<file path="src/rtl/load_store_unit_v1_if.sv">
// Core request/response channel plus the word-wide memory port of the load/store unit.
// The slave side is the LSU itself; the master side is its environment (core and memory).
interface load_store_unit_v1_if;
   logic        req_valid;
   logic        req_ready;
   logic        req_we;
   logic [2:0]  req_funct3;
   logic [31:0] req_addr;
   logic [31:0] req_wdata;
   logic        resp_valid;
   logic        resp_err;
   logic [31:0] resp_rdata;
   logic [9:0]  mem_addr;
   logic [31:0] mem_wdata;
   logic        mem_we;
   logic [31:0] mem_rdata;

   modport master (
      output req_valid, req_we, req_funct3, req_addr, req_wdata, mem_rdata,
      input  req_ready, resp_valid, resp_err, resp_rdata, mem_addr, mem_wdata, mem_we
   );

   modport slave (
      input  req_valid, req_we, req_funct3, req_addr, req_wdata, mem_rdata,
      output req_ready, resp_valid, resp_err, resp_rdata, mem_addr, mem_wdata, mem_we
   );
endinterface

</file>
<file path="src/rtl/load_store_unit_v1.sv">
// Byte-addressed load/store unit in front of a word-addressed memory: one request at a time,
// sub-word stores done as read-modify-write, loads returned with byte/half extension.
module load_store_unit_v1 #(
   parameter int         READ_LATENCY = 1,
   parameter logic [9:0] MMIO_BASE    = 10'h3E8
) (
   input logic clk,
   input logic rst,
   load_store_unit_v1_if.slave bus
);

   typedef enum logic [2:0] {IDLE, READ, CAPTURE, WRITE, RESP} state_t;

   state_t      state, state_next;
   logic [9:0]  word_addr_q;
   logic [1:0]  lane_q;
   logic [2:0]  funct3_q;
   logic        we_q;
   logic        err_q;
   logic [31:0] data_q;
   logic [2:0]  cnt_q;

   logic        accept;
   logic        req_err;
   logic        is_mmio;
   logic [31:0] merged;
   logic [31:0] loaded;
   logic [7:0]  byte_v;
   logic [15:0] half_v;

   assign accept  = (state == IDLE) && bus.req_valid;
   assign is_mmio = (bus.req_addr[11:2] >= MMIO_BASE);

   // Reject anything that cannot map onto a single legal word access; sub-word stores
   // would need a read of the MMIO window, which has side effects, so they are refused there.
   always_comb begin
      req_err = (bus.req_addr[31:12] != 20'd0);
      if (bus.req_we) begin
         case (bus.req_funct3)
            3'b000:  req_err = req_err | is_mmio;
            3'b001:  req_err = req_err | bus.req_addr[0] | is_mmio;
            3'b010:  req_err = req_err | (bus.req_addr[1:0] != 2'b00);
            default: req_err = 1'b1;
         endcase
      end else begin
         case (bus.req_funct3)
            3'b000, 3'b100: req_err = req_err;
            3'b001, 3'b101: req_err = req_err | bus.req_addr[0];
            3'b010:         req_err = req_err | (bus.req_addr[1:0] != 2'b00);
            default:        req_err = 1'b1;
         endcase
      end
   end

   always_ff @(posedge clk) begin
      if (rst) state <= IDLE;
      else     state <= state_next;
   end

   always_comb begin
      state_next = state;
      case (state)
         IDLE: begin
            if (accept) begin
               if (req_err)                                     state_next = RESP;
               else if (bus.req_we && bus.req_funct3 == 3'b010) state_next = WRITE;
               else                                             state_next = READ;
            end
         end
         READ:    if (cnt_q == 3'(READ_LATENCY - 1)) state_next = CAPTURE;
         CAPTURE: state_next = we_q ? WRITE : RESP;
         WRITE:   state_next = RESP;
         RESP:    state_next = IDLE;
         default: state_next = IDLE;
      endcase
   end

   // Lane selection is little-endian: lane 0 is bits [7:0] of the word.
   assign byte_v = bus.mem_rdata[{lane_q, 3'b000} +: 8];
   assign half_v = bus.mem_rdata[{lane_q[1], 4'b0000} +: 16];

   always_comb begin
      merged = bus.mem_rdata;
      case (funct3_q[1:0])
         2'b00:   merged[{lane_q, 3'b000} +: 8]     = data_q[7:0];
         2'b01:   merged[{lane_q[1], 4'b0000} +: 16] = data_q[15:0];
         default: merged = bus.mem_rdata;
      endcase
   end

   always_comb begin
      case (funct3_q)
         3'b000:  loaded = {{24{byte_v[7]}}, byte_v};
         3'b100:  loaded = {24'd0, byte_v};
         3'b001:  loaded = {{16{half_v[15]}}, half_v};
         3'b101:  loaded = {16'd0, half_v};
         default: loaded = bus.mem_rdata;
      endcase
   end

   // data_q holds store data from accept, then either the merged word or the load result.
   always_ff @(posedge clk) begin
      if (rst) begin
         word_addr_q <= 10'd0;
         lane_q      <= 2'd0;
         funct3_q    <= 3'd0;
         we_q        <= 1'b0;
         err_q       <= 1'b0;
         data_q      <= 32'd0;
         cnt_q       <= 3'd0;
      end else begin
         if (accept) begin
            word_addr_q <= bus.req_addr[11:2];
            lane_q      <= bus.req_addr[1:0];
            funct3_q    <= bus.req_funct3;
            we_q        <= bus.req_we;
            err_q       <= req_err;
            data_q      <= bus.req_wdata;
            cnt_q       <= 3'd0;
         end
         if (state == READ)    cnt_q  <= cnt_q + 3'd1;
         if (state == CAPTURE) data_q <= we_q ? merged : loaded;
      end
   end

   assign bus.req_ready  = (state == IDLE);
   assign bus.mem_addr   = (state == IDLE) ? 10'd0 : word_addr_q;
   assign bus.mem_we     = (state == WRITE);
   assign bus.mem_wdata  = (state == WRITE) ? data_q : 32'd0;
   assign bus.resp_valid = (state == RESP);
   assign bus.resp_err   = (state == RESP) && err_q;
   assign bus.resp_rdata = (state == RESP && !err_q && !we_q) ? data_q : 32'd0;

endmodule

</file>
<file path="src/flat_wrapper.sv">
// flat-port wrapper written by rule: the top's interface ports become plain ports
module load_store_unit_v1_flat 
#(
   parameter int         READ_LATENCY = 1,
   parameter logic [9:0] MMIO_BASE    = 10'h3E8
)
  (clk, rst, bus_req_valid, bus_req_we, bus_req_funct3, bus_req_addr, bus_req_wdata, bus_mem_rdata, bus_req_ready, bus_resp_valid, bus_resp_err, bus_resp_rdata, bus_mem_addr, bus_mem_wdata, bus_mem_we);
  load_store_unit_v1_if bus_i ();
  input logic clk;
  input logic rst;
  input wire logic [$bits(bus_i.req_valid)-1:0] bus_req_valid;
  input wire logic [$bits(bus_i.req_we)-1:0] bus_req_we;
  input wire logic [$bits(bus_i.req_funct3)-1:0] bus_req_funct3;
  input wire logic [$bits(bus_i.req_addr)-1:0] bus_req_addr;
  input wire logic [$bits(bus_i.req_wdata)-1:0] bus_req_wdata;
  input wire logic [$bits(bus_i.mem_rdata)-1:0] bus_mem_rdata;
  output wire logic [$bits(bus_i.req_ready)-1:0] bus_req_ready;
  output wire logic [$bits(bus_i.resp_valid)-1:0] bus_resp_valid;
  output wire logic [$bits(bus_i.resp_err)-1:0] bus_resp_err;
  output wire logic [$bits(bus_i.resp_rdata)-1:0] bus_resp_rdata;
  output wire logic [$bits(bus_i.mem_addr)-1:0] bus_mem_addr;
  output wire logic [$bits(bus_i.mem_wdata)-1:0] bus_mem_wdata;
  output wire logic [$bits(bus_i.mem_we)-1:0] bus_mem_we;
  assign bus_i.req_valid = bus_req_valid;
  assign bus_i.req_we = bus_req_we;
  assign bus_i.req_funct3 = bus_req_funct3;
  assign bus_i.req_addr = bus_req_addr;
  assign bus_i.req_wdata = bus_req_wdata;
  assign bus_i.mem_rdata = bus_mem_rdata;
  assign bus_req_ready = bus_i.req_ready;
  assign bus_resp_valid = bus_i.resp_valid;
  assign bus_resp_err = bus_i.resp_err;
  assign bus_resp_rdata = bus_i.resp_rdata;
  assign bus_mem_addr = bus_i.mem_addr;
  assign bus_mem_wdata = bus_i.mem_wdata;
  assign bus_mem_we = bus_i.mem_we;
  load_store_unit_v1 #(.READ_LATENCY(READ_LATENCY), .MMIO_BASE(MMIO_BASE)) u_core (.clk(clk), .rst(rst), .bus(bus_i));
endmodule
</file>
<file path="config.mk">
export PLATFORM = sky130hd
export DESIGN_NAME = load_store_unit_v1_flat
export DESIGN_NICKNAME = d
export VERILOG_FILES = /design/src/rtl/load_store_unit_v1_if.sv /design/src/rtl/load_store_unit_v1.sv /design/src/flat_wrapper.sv
export SDC_FILE = /design/constraint.sdc
export NUM_CORES = 1
export LEC_CHECK = 0
export BUFFER_PORTS_ARGS = -buffer_cell sky130_fd_sc_hd__buf_2
export CELL_PAD_IN_SITES_DETAIL_PLACEMENT = 2
export CELL_PAD_IN_SITES_GLOBAL_PLACEMENT = 2
export CORE_AREA = 5 5 151 139
export DETAILED_ROUTE_END_ITERATION = 8
export DIE_AREA = 0 0 156 144
export GPL_TIMING_DRIVEN = 0
export PLACE_DENSITY_LB_ADDON = 0.12
export SYNTH_ARGS = -nofsm -noshare
export SYNTH_HDL_FRONTEND = slang
export SYNTH_SLANG_ARGS = --single-unit
</file>
<file path="constraint.sdc">
create_clock -name clk -period 2.6 [get_ports clk]
set_clock_uncertainty 0.05 [all_clocks]
set_input_delay 0.13 -clock clk [delete_from_list [all_inputs] [get_ports clk]]
set_output_delay 0.13 -clock clk [all_outputs]
set_load 0.005 [all_outputs]
</file>
=== Yosys cells after proc, flatten, opt, wreduce, memory -nomap -nowiden ===
Cells that the tools add are included.

* Register bits: 55
* Output and inout bits: 78
* Bits of input ports: 103
* Word-level logic and storage cells: 76

* Reduce and logical (&&, ||, !) cells: 19
* Equal/unequal tests: 14
* Bitwise logic cells: 4
* Shift-type cells: 6
* Order comparisons: 1
* Multiplexer cells: 21
* Add/subtract/negate cells: 3

{| class="wikitable"
|+ Operator list
! operator !! number
|-
| 32-bit 2-to-1 mux || 5
|-
| 32-bit one-hot mux with 4 select lines || 1
|-
| 32-bit bitwise mux || 2
|-
| 32-bit one-hot mux with 2 select lines || 1
|-
| 16-bit by 7-bit variable shift with 32-bit output, first input constant || 1
|-
| 8-bit by 7-bit variable shift with 32-bit output, first input constant || 1
|-
| 16-bit by 7-bit variable part select with 32-bit output || 1
|-
| 32-bit by 6-bit variable part select with 16-bit output || 1
|-
| 32-bit by 6-bit variable part select with 8-bit output || 1
|-
| 8-bit by 7-bit variable part select with 32-bit output || 1
|-
| 20-bit nonzero test || 1
|-
| 3-bit 2-to-1 mux || 6
|-
| 3-bit equality test, second input constant || 5
|-
| 5-bit negation with 7-bit output || 2
|-
| 3-bit zero test || 4
|-
| 3-bit one-hot mux with 4 select lines || 1
|-
| 10-bit >= comparator, second input constant || 1
|-
| 10-bit 2-to-1 mux || 1
|-
| 3-bit by 1-bit equality test with 1-bit output, second input constant || 3
|-
| 3-bit by 2-bit equality test with 1-bit output, second input constant || 3
|-
| 1-bit one-hot mux with 3 select lines || 2
|-
| 2-bit nonzero test || 3
|-
| 1-bit logical AND || 5
|-
| 2-bit by 1-bit != test with 1-bit output, second input constant || 2
|-
| other kinds (9) || 14
|}

=== Longest topological paths before layout ===
Gate-level depths: netlist of the first run.

* Word-level depth: 8
* Depth in mapped cells: 10
* Depth with buffers taken out: 7

=== Worst setup path after synthesis of the first run ===
OpenSTA, ideal clock, no wires.

* Kind: register to register
* Start: reg u_core.lane_q[1]
* End: reg u_core.data_q[23]
* Stages on the path, launching flop included: 10
* Slack: 0.107 ns
* Arrival: 2.312 ns
* Data required time: 2.418 ns
* Library setup time: 0.132 ns
* Path buffers: 2
* Period minus slack after synthesis: 2.493 ns
* Cell sequence: dfxtp_1 > buf_2 > buf_2 > inv_1 > ha_1 > nor2b_1 > a41o_1 > a221o_1 > a21oi_1 > nor3_1

* Word-level cells in the longest chain between the ends: 6
* Elaborated cells between the ends (all ways): 14
* Those cells by class: add/sub (2); shift (6); mux (6)

{| class="wikitable"
|+ Ends and longest elaborated chain
! element !! RTL line !! source
|-
| from (decl) || load_store_unit_v1.sv:16 || <nowiki>logic [1:0] lane_q;</nowiki>
|-
| from (signal assigned) || load_store_unit_v1.sv:114 || <nowiki>lane_q <= bus.req_addr[1:0];</nowiki>
|-
| 5-bit negation with 7-bit output, on equally long branches || load_store_unit_v1.sv:86, load_store_unit_v1.sv:85 ||
|-
| 16-bit by 7-bit variable part select with 32-bit output, or another cell as far along || load_store_unit_v1.sv:86 || <nowiki>2'b01: merged[{lane_q[1], 4'b0000} +: 16] = data_q[15:0];</nowiki>
|-
| 32-bit bitwise mux, on equally long branches || load_store_unit_v1.sv:86, load_store_unit_v1.sv:85 ||
|-
| 32-bit one-hot mux with 2 select lines || load_store_unit_v1.sv:84 || <nowiki>case (funct3_q[1:0])</nowiki>
|-
| 32-bit 2-to-1 mux (*) (2 in a row) || load_store_unit_v1.sv:122 || <nowiki>if (state == CAPTURE) data_q <= we_q ? merged : loaded;</nowiki>
|-
| to (signal assigned) || load_store_unit_v1.sv:118 || <nowiki>data_q <= bus.req_wdata;</nowiki>
|-
| to (signal assigned) || load_store_unit_v1.sv:122 ||
|-
| to (decl) || load_store_unit_v1.sv:20 || <nowiki>logic [31:0] data_q;</nowiki>
|}

Mark *: on every way between the ends. The rest lies on a longest branch, timed or not.
A chain may end at the register's enable or synchronous reset.

=== Final worst setup path of the first run ===
* Start: reg u_core.lane_q[1]
* End: reg u_core.data_q[18]

Same word-level chain as after synthesis.

==> results of run 1 <==
-- layout make-up --
| cell class | count | area [µm²] |
|---|---|---|
| buffer | 44 | 201 |
| clock buffer | 6 | 139 |
| clock inverter | 2 | 35.0 |
| fill | 2353 | 13600 |
| inverter | 10 | 41.3 |
| multi-input combinational | 480 | 3020 |
| sequential | 55 | 1100 |
| tap | 255 | 319 |
| timing repair buffer | 184 | 938 |
-- state kept, by name, indices dropped and copies added (netlist names) --
signal,cells
u_core.lane_q,2
u_core.word_addr_q,10
u_core.data_q,32
u_core.cnt_q,3
u_core.err_q,1
u_core.we_q,1
u_core.funct3_q,3
u_core.state,3
-- how the worst min path moves through the flow --
stage                         start  slack, ns                     to  cells after the start
global route        bus_req_addr[4]       0.02  u_core.word_addr_q[2]                      3
global placement    bus_req_addr[2]       0.33  u_core.word_addr_q[0]                      3
CTS                 bus_req_addr[4]      0.007  u_core.word_addr_q[2]                      3
finish              bus_req_addr[4]       0.02  u_core.word_addr_q[2]                      3
detailed placement  bus_req_addr[3]       0.33  u_core.word_addr_q[1]                      3
floorplan           bus_req_addr[2]       0.22  u_core.word_addr_q[0]                      2
-- tightest hold or removal path: stages --
cell and delay (ns):
sky130_fd_sc_hd__buf_2 0.09, sky130_fd_sc_hd__nand2_1 0.05, sky130_fd_sc_hd__a21oi_1 0.05
-- repair_timing --
item / 4_1_cts / 5_1_grt
hold buffers: 2 / 0
setup buffers: 2 / 1
setup endpoints to repair: 92 / 76
pin swaps: 2 / 0
gates resized for setup: 10 / 11
endpoints found under the hold margin: 2 / 0
-- kinds of logic (layout without fill, tap and decap cells) --
| family | after synthesis | count (layout) | share of synthesized area (%) |
|---|---|---|---|
| buffers and inverters | 57 | 246 | 5.52 |
| adder cells (fa/ha/maj) | 7 | 7 | 2.02 |
| AND/OR/NAND/NOR | 263 | 263 | 32.0 |
| multiplexers | 19 | 19 | 5.72 |
| XOR/XNOR | 1 | 1 | 0.202 |
| flip-flops | 55 | 55 | 25.4 |
| AO/OA/AOI/OAI | 190 | 190 | 29.1 |
-- per-layer routing --
| metal | routed length, µm | vias up |
|---|---|---|
| met1 | 10400 | 2638 |
| met4 | 449 | 0 |
| li1 | - | 2523 |
| met5 | 0 | - |
| met3 | 1440 | 29 |
| met2 | 11300 | 158 |
-- placed cells by master, fill, tap and decap left out, drive strengths merged, types with 2 or more instances in the layout --
cell type,synthesis,routed
inv,10,9
nor4,5,5
o211ai,4,4
mux4,3,3
or3b,2,2
ha,7,7
a32oi,4,4
nand3,9,9
nor4b,3,3
o21a,6,6
nand2,92,92
and2,68,68
nor3b,3,3
dlygate4sd3,0,2
nor2b,21,21
a221oi,19,19
clkbuf,27,32
a211oi,6,6
dfxtp,55,55
o32ai,8,8
o221ai,3,3
and3b,2,2
a21o,2,2
nor3,10,10
a21oi,63,63
mux2,7,7
a311oi,2,2
nand4,3,3
a31oi,17,17
and3,2,2
a22oi,6,6
a31o,4,4
o21ai,30,30
o31ai,5,5
nand2b,10,10
mux2i,9,9
buf,20,200
a221o,7,7
nor2,27,27
-- power breakdown --
part           leakage [µW]  internal (µW)  switching (µW)
Clock             0.0000868            482             376
Combinational       0.00195            229             351
Sequential         0.000453            896            68.4
Total               0.00249           1610             795
-- through the flow --
step	hold WS, ns	setup TNS (ns)	cells	total power, µW
2_1_floorplan	0.216	0	592	1260
3_3_place_gp	0.325	-10.02	1026	1540
3_5_place_dp	0.334	-12.62	1026	1560
4_1_cts	0.00662	0	1037	2420
5_1_grt	0.0190	-0.00176	1036	2530
6_report	0.0170	0	1036	2400
==> summary.json, run 1 <==
{
  "maxCapViolCount": 0,
  "worstSetupStartpointType": "register",
  "cts-buffers-inserted": 5,
  "postSynth.asyncResetShare_pct": 0,
  "syn_to_final_growth_pct": 33.8,
  "numClockSinks": 55,
  "io-pin-count": 181,
  "grt.met2_usage_pct": 35.9,
  "synth_cells": 592,
  "r2r_start": "u_core.lane_q[1]",
  "cell_area_after_synthesis_mm2": 0.00433,
  "timing_worst_setup_path_type": "reg -> reg",
  "yosys.area.top_type_share_pct": 25.4,
  "max_slew.worst_pin.slew_ns": 0.827,
  "worst_setup_path_endpoint": "u_core.data_q[18]",
  "place_congestion": 0.839,
  "endpoint_of_the_lowest_slack_register_to_register_path": "u_core.data_q[18]",
  "clk_path_buf_depth": 2,
  "placement.cell_area_mm2": 0.00554,
  "die_w_um": 156,
  "most_instantiated_cells_after_synthesis": "sky130_fd_sc_hd__nand2_1, sky130_fd_sc_hd__and2_1, sky130_fd_sc_hd__a21oi_1",
  "drt_pass1_iterations": 4,
  "netlist_top_cells_area": "sky130_fd_sc_hd__dfxtp_1, sky130_fd_sc_hd__and2_1, sky130_fd_sc_hd__nand2_1",
  "seq_area_frac_synth_pct": 25.4,
  "endpoint_kind": "register",
  "global_route.peak_usage_layer": "met2",
  "leakagePower_uw": 0.00249,
  "antenna_violating_nets_post_route": 0,
  "met3_usage_pct": 3.26,
  "grt_pass1_wl_um": 36200,
  "power_density_cells_mw_per_mm2": 415,
  "synthDominantAreaCellType": "sky130_fd_sc_hd__dfxtp_1",
  "finalCriticalPeriod_ns": 2.43,
  "max_clock_freq_ghz": 0.412,
  "clkLatencyLatePin_ns": 0.31,
  "design_area_mm2": 0.00579,
  "buffer_ports.inserted": 179,
  "initial_core_util_pct": 22.3,
  "layout_setup_ws_ns": 0.175,
  "cts_max_level": 2,
  "worst_ep_required_time_ns": 2.72,
  "first_global_vias": 5892,
  "dp_worst_setup_slack_ns": -0.558,
  "final.period_utilization_pct": 93.3,
  "max_stage_delay_ns": 0.40,
  "synth.ff_latch_count": 55,
  "design.core.area_mm2": 0.0194,
  "critical_path.cell_chain": "buf_6 -> clkinvlp_4 -> ha_4 -> nor2b_1 -> a41o_2 -> a221o_1 -> a21oi_1 -> nor3_1",
  "via_count": 5348,
  "grt_util_met1_pct": 28.1,
  "hold_path_class": "in -> reg",
  "path_max_fanout": 19,
  "synth_top_flop_cell": "sky130_fd_sc_hd__dfxtp_1",
  "timing.final.setup_violations": 0,
  "tritoncts_clock_tree": "built",
  "grt_antenna_before_repair": 0,
  "synth_edf_count": 0,
  "postRouteWirelength_um": 23700,
  "drt_drc_violations_left": 0,
  "route.detailed.wl_per_inst_um": 22.8,
  "reg2reg_setup_slack_ns": 0.17,
  "1st_iter_drt_viols": 284,
  "drive_above_1_share_pct": 30.0,
  "diode_count": 0,
  "postSynthAreaPerCell_um2": 7.31,
  "grt.overflow.total": 0,
  "worst-r2r-cell-count": 8,
  "route.detailed.vias_per_inst": 5.16,
  "gr-usage-all-layers_pct": 21.0,
  "yosysWarningCount": 0,
  "slew_viol_final": 0,
  "synth_nets": 702,
  "path_buf_inv": 2,
  "critPathArrivalTime_ns": 2.55,
  "critical_path_depth": 8,
  "worstSetupStartpoint": "u_core.lane_q[1]",
  "critical-path-top-delay-family": "compound AO/OA/AOI/OAI gates",
  "timing_hold_violations_final": 0,
  "peakVddDrop_mv": 0.244,
  "slew_limit_headroom_pct": 44.8,
  "die_h_um": 144,
  "grt_start_max_net_pins": 17,
  "status": "completed",
  "die-area_mm2": 0.0225,
  "final_nets": 890,
  "yosysMostFrequentCell": "sky130_fd_sc_hd__nand2_1",
  "synth_cell_types": 57,
  "crit_path_top_delay_cell": "sky130_fd_sc_hd__dfxtp_2",
  "clk_pin_slew_worst_paths_ns": 0.08,
  "final_core_utilization_pct": 29.8,
  "detailedPlacementHpwl_um": 19300,
  "cts_root_buffer": "sky130_fd_sc_hd__clkbuf_16",
  "row_count": 49
}
(Power assumes the default switching activity.)
==> run 2: changes to the inputs <==
--- a/config.mk
+++ b/config.mk
@@ -12,6 +12,7 @@
 export DETAILED_ROUTE_END_ITERATION = 8
 export DIE_AREA = 0 0 156 144
 export GPL_TIMING_DRIVEN = 0
+export HOLD_SLACK_MARGIN = 0.03
 export PLACE_DENSITY_LB_ADDON = 0.12
 export SYNTH_ARGS = -nofsm -noshare
 export SYNTH_HDL_FRONTEND = slang
==> run 2 against run 1 <==
Final area rose by 1.7%. Power rose by 0.23%. Fmax rose by 0.30%. First-iteration DRC count fell by 1.1%. Critical path depth did not move. Clock power fell by 0.8%. Critical endpoint unchanged. Highest routed layer unchanged.
==> summary.json, run 2 (synthesis gave the netlist of run 1 again) <==
{
  "layout_top_registers": "u_core.data_q: 32 flops, u_core.word_addr_q: 10 flops",
  "clk_path_buf_depth": {"value": 2, "change": "unchanged"},
  "drt_drc_violations_left": {"value": 0, "change": "unchanged"},
  "path_max_fanout": {"value": 19, "change": "unchanged"},
  "timing_worst_setup_path_type": "reg -> reg",
  "design.core.area": {"value": 0.0194, "unit": "mm²", "change": "unchanged"},
  "worst_ep_required_time": {"value": 2.71, "unit": "ns", "change": "about the same"},
  "post_layout_nonfiller_instances": {"value": 1046, "change": "+0.97%"},
  "grt_start_max_net_pins": {"value": 17, "change": "unchanged"},
  "die-area": {"value": 0.0225, "unit": "mm²", "change": "unchanged"},
  "leakagePower": {"value": 0.00253, "unit": "µW", "change": "+1.7%"},
  "initial_core_util": {"value": 22.3, "unit": "%", "change": "unchanged"},
  "syn_to_final_growth_pct": 36.1,
  "timing_hold_violations_final": {"value": 0, "change": "unchanged"},
  "final_nets": {"value": 900, "change": "+1.1%"},
  "clkLatencyLatePin": {"value": 0.31, "unit": "ns", "change": "about the same"},
  "antenna_violating_nets_post_route": {"value": 0, "change": "unchanged"},
  "finalCriticalPeriod": {"value": 2.42, "unit": "ns", "change": "-0.00726 ns"},
  "buffer_ports.inserted": {"value": 179, "change": "unchanged"},
  "clk_pin_slew_worst_paths": {"value": 0.08, "unit": "ns", "change": "about the same"},
  "route.detailed.vias_per_inst": {"value": 5.14, "change": "-0.34%"},
  "routed-wl-met2": {"value": 11500, "unit": "µm", "change": "+1.2%"},
  "design_area": {"value": 0.00589, "unit": "mm²", "change": "+1.7%"},
  "grt_pass1_wl": {"value": 36200, "unit": "µm", "change": "+0.12%"},
  "io-pin-count": {"value": 181, "change": "unchanged"},
  "first_global_vias": {"value": 5937, "change": "+0.76%"},
  "tritoncts_clock_tree": "built",
  "dr.max_layer_used": "met4",
  "final.period_utilization": {"value": 93.0, "unit": "%", "change": "-0.28 points"},
  "power_density_cells": {"value": 409, "unit": "mW/mm²", "change": "-1.5%"},
  "row_count": {"value": 49, "change": "unchanged"},
  "status": "completed",
  "detail_route.wirelength.met1": {"value": 10300, "unit": "µm", "change": "-1.1%"},
  "postRouteWirelength": {"value": 23800, "unit": "µm", "change": "+0.44%"},
  "maxCapViolCount": {"value": 0, "change": "unchanged"},
  "placedCellCount": {"value": 1026, "change": "unchanged"},
  "die_w": {"value": 156, "unit": "µm", "change": "unchanged"},
  "slew_viol_final": {"value": 0, "change": "unchanged"},
  "max_slew.worst_pin.slew": {"value": 0.878, "unit": "ns", "change": "+0.0509 ns"},
  "cts-buffers-inserted": {"value": 5, "change": "unchanged"},
  "timing.final.setup_violations": {"value": 0, "change": "unchanged"},
  "route.detailed.wl_per_inst": {"value": 22.7, "unit": "µm", "change": "-0.52%"},
  "cts_max_level": {"value": 2, "change": "unchanged"},
  "largest_register_ffs": {"value": 32, "change": "unchanged"},
  "most_used_cells_in_the_layout_excluding_fill_and_tap_cells": "sky130_fd_sc_hd__buf_2, sky130_fd_sc_hd__nand2_1, sky130_fd_sc_hd__and2_1",
  "1st_iter_drt_viols": {"value": 281, "change": "-1.1%"},
  "placement.cell_area": {"value": 0.00554, "unit": "mm²", "change": "unchanged"},
  "numClockSinks": {"value": 55, "change": "unchanged"},
  "via_count": {"value": 5381, "change": "+0.62%"},
  "finalSetupTns": {"value": 0, "unit": "ns", "change": "unchanged"},
  "top_register": "u_core.data_q",
  "route.met3.wl": {"value": 1650, "unit": "µm", "change": "+15%"},
  "cts_root_buffer": "sky130_fd_sc_hd__clkbuf_16",
  "drive_above_1_share": {"value": 29.6, "unit": "%", "change": "-0.38 points"},
  "place_congestion": {"value": 0.839, "change": "unchanged"},
  "worstSetupStartpointType": "register",
  "grt_antenna_before_repair": {"value": 0, "change": "unchanged"},
  "max_clock_freq": {"value": 0.414, "unit": "GHz", "change": "+0.30%"},
  "layout.cells.most_common": "sky130_fd_sc_hd__buf_2",
  "detailedPlacementHpwl": {"value": 19300, "unit": "µm", "change": "unchanged"},
  "slew_limit_headroom": {"value": 41.4, "unit": "%", "change": "-3.4 points"},
  "gr-usage-all-layers": {"value": 21.1, "unit": "%", "change": "+0.025 points"},
  "grt.overflow.total": {"value": 0, "change": "unchanged"},
  "die_h": {"value": 144, "unit": "µm", "change": "unchanged"},
  "diode_count": {"value": 0, "change": "unchanged"},
  "peakVddDrop": {"value": 0.235, "unit": "mV", "change": "-3.7%"},
  "drt_pass1_iterations": {"value": 4, "change": "unchanged"},
  "hold_path_class": "in -> reg",
  "endpoint_kind": "register",
  "critPathArrivalTime": {"value": 2.53, "unit": "ns", "change": "-0.02 ns"}
}
[run 2: worst paths after layout]
kind	start	endpoint	slack, ns	cells after the start
setup reg to reg	u_core.lane_q[1]	u_core.data_q[18]	0.18	8
hold reg to reg	u_core.word_addr_q[8]	u_core.word_addr_q[8]	0.41	2
hold / removal	bus_req_wdata[5]	u_core.data_q[5]	0.04	3
setup / recovery	u_core.lane_q[1]	u_core.data_q[18]	0.18	8
[run 2: critical path, cell delays in order (launching register included)]
cell and delay, ns:
sky130_fd_sc_hd__dfxtp_2 0.40, sky130_fd_sc_hd__buf_6 0.26, sky130_fd_sc_hd__clkinvlp_4 0.20, sky130_fd_sc_hd__ha_4 0.28, sky130_fd_sc_hd__nor2b_1 0.13, sky130_fd_sc_hd__a41o_2 0.33, sky130_fd_sc_hd__a221o_1 0.37, sky130_fd_sc_hd__a21oi_1 0.17
sky130_fd_sc_hd__nor3_1 0.06
[run 2: metal layers]
| layer | global-route usage [%] | vias up |
|---|---|---|
| met5 | 0 | - |
| met4 | 5.02 | 0 |
| met3 | 3.14 | 18 |
| met2 | 36.1 | 162 |
| met1 | 28.0 | 2655 |
| li1 | - | 2546 |
[run 2: what timing repair did]
| action | CTS | global route |
|---|---|---|
| endpoints found under the hold margin | 12 | 0 |
| gates cloned | 0 | 0 |
| resized for setup | 10 | 11 |
| hold buffers | 12 | 0 |
| buffers inserted | 2 | 1 |
| endpoints found under the setup margin | 92 | 76 |
| pin swaps | 2 | 0 |
[run 2: metrics by stage]
step	worst slack [ns]	power [µW]	util, %	hold slack [ns]
floorplan	0.107	1260	-	0.216
global placement	-0.533	1540	28.5	0.325
detailed placement	-0.558	1560	28.5	0.334
CTS	0.0107	2430	30.2	0.0351
global route	-0.00176	2540	30.3	0.0416
finish	0.182	2410	30.3	0.0376
[run 2: layout make-up]
type / count / area (µm²)
fill: 2347 / 13500
multi-input combinational: 480 / 3020
sequential: 55 / 1100
timing repair buffer: 194 / 1040
tap: 255 / 319
buffer: 44 / 201
clock buffer: 6 / 139
inverter: 10 / 41.3
clock inverter: 2 / 35.0
[run 2: where the power goes]
group	total (µW)	leakage [µW]	switching, µW	internal, µW
clock	852	0.0000868	370	482
combinational	592	0.00199	353	239
sequential	965	0.000453	68.7	896
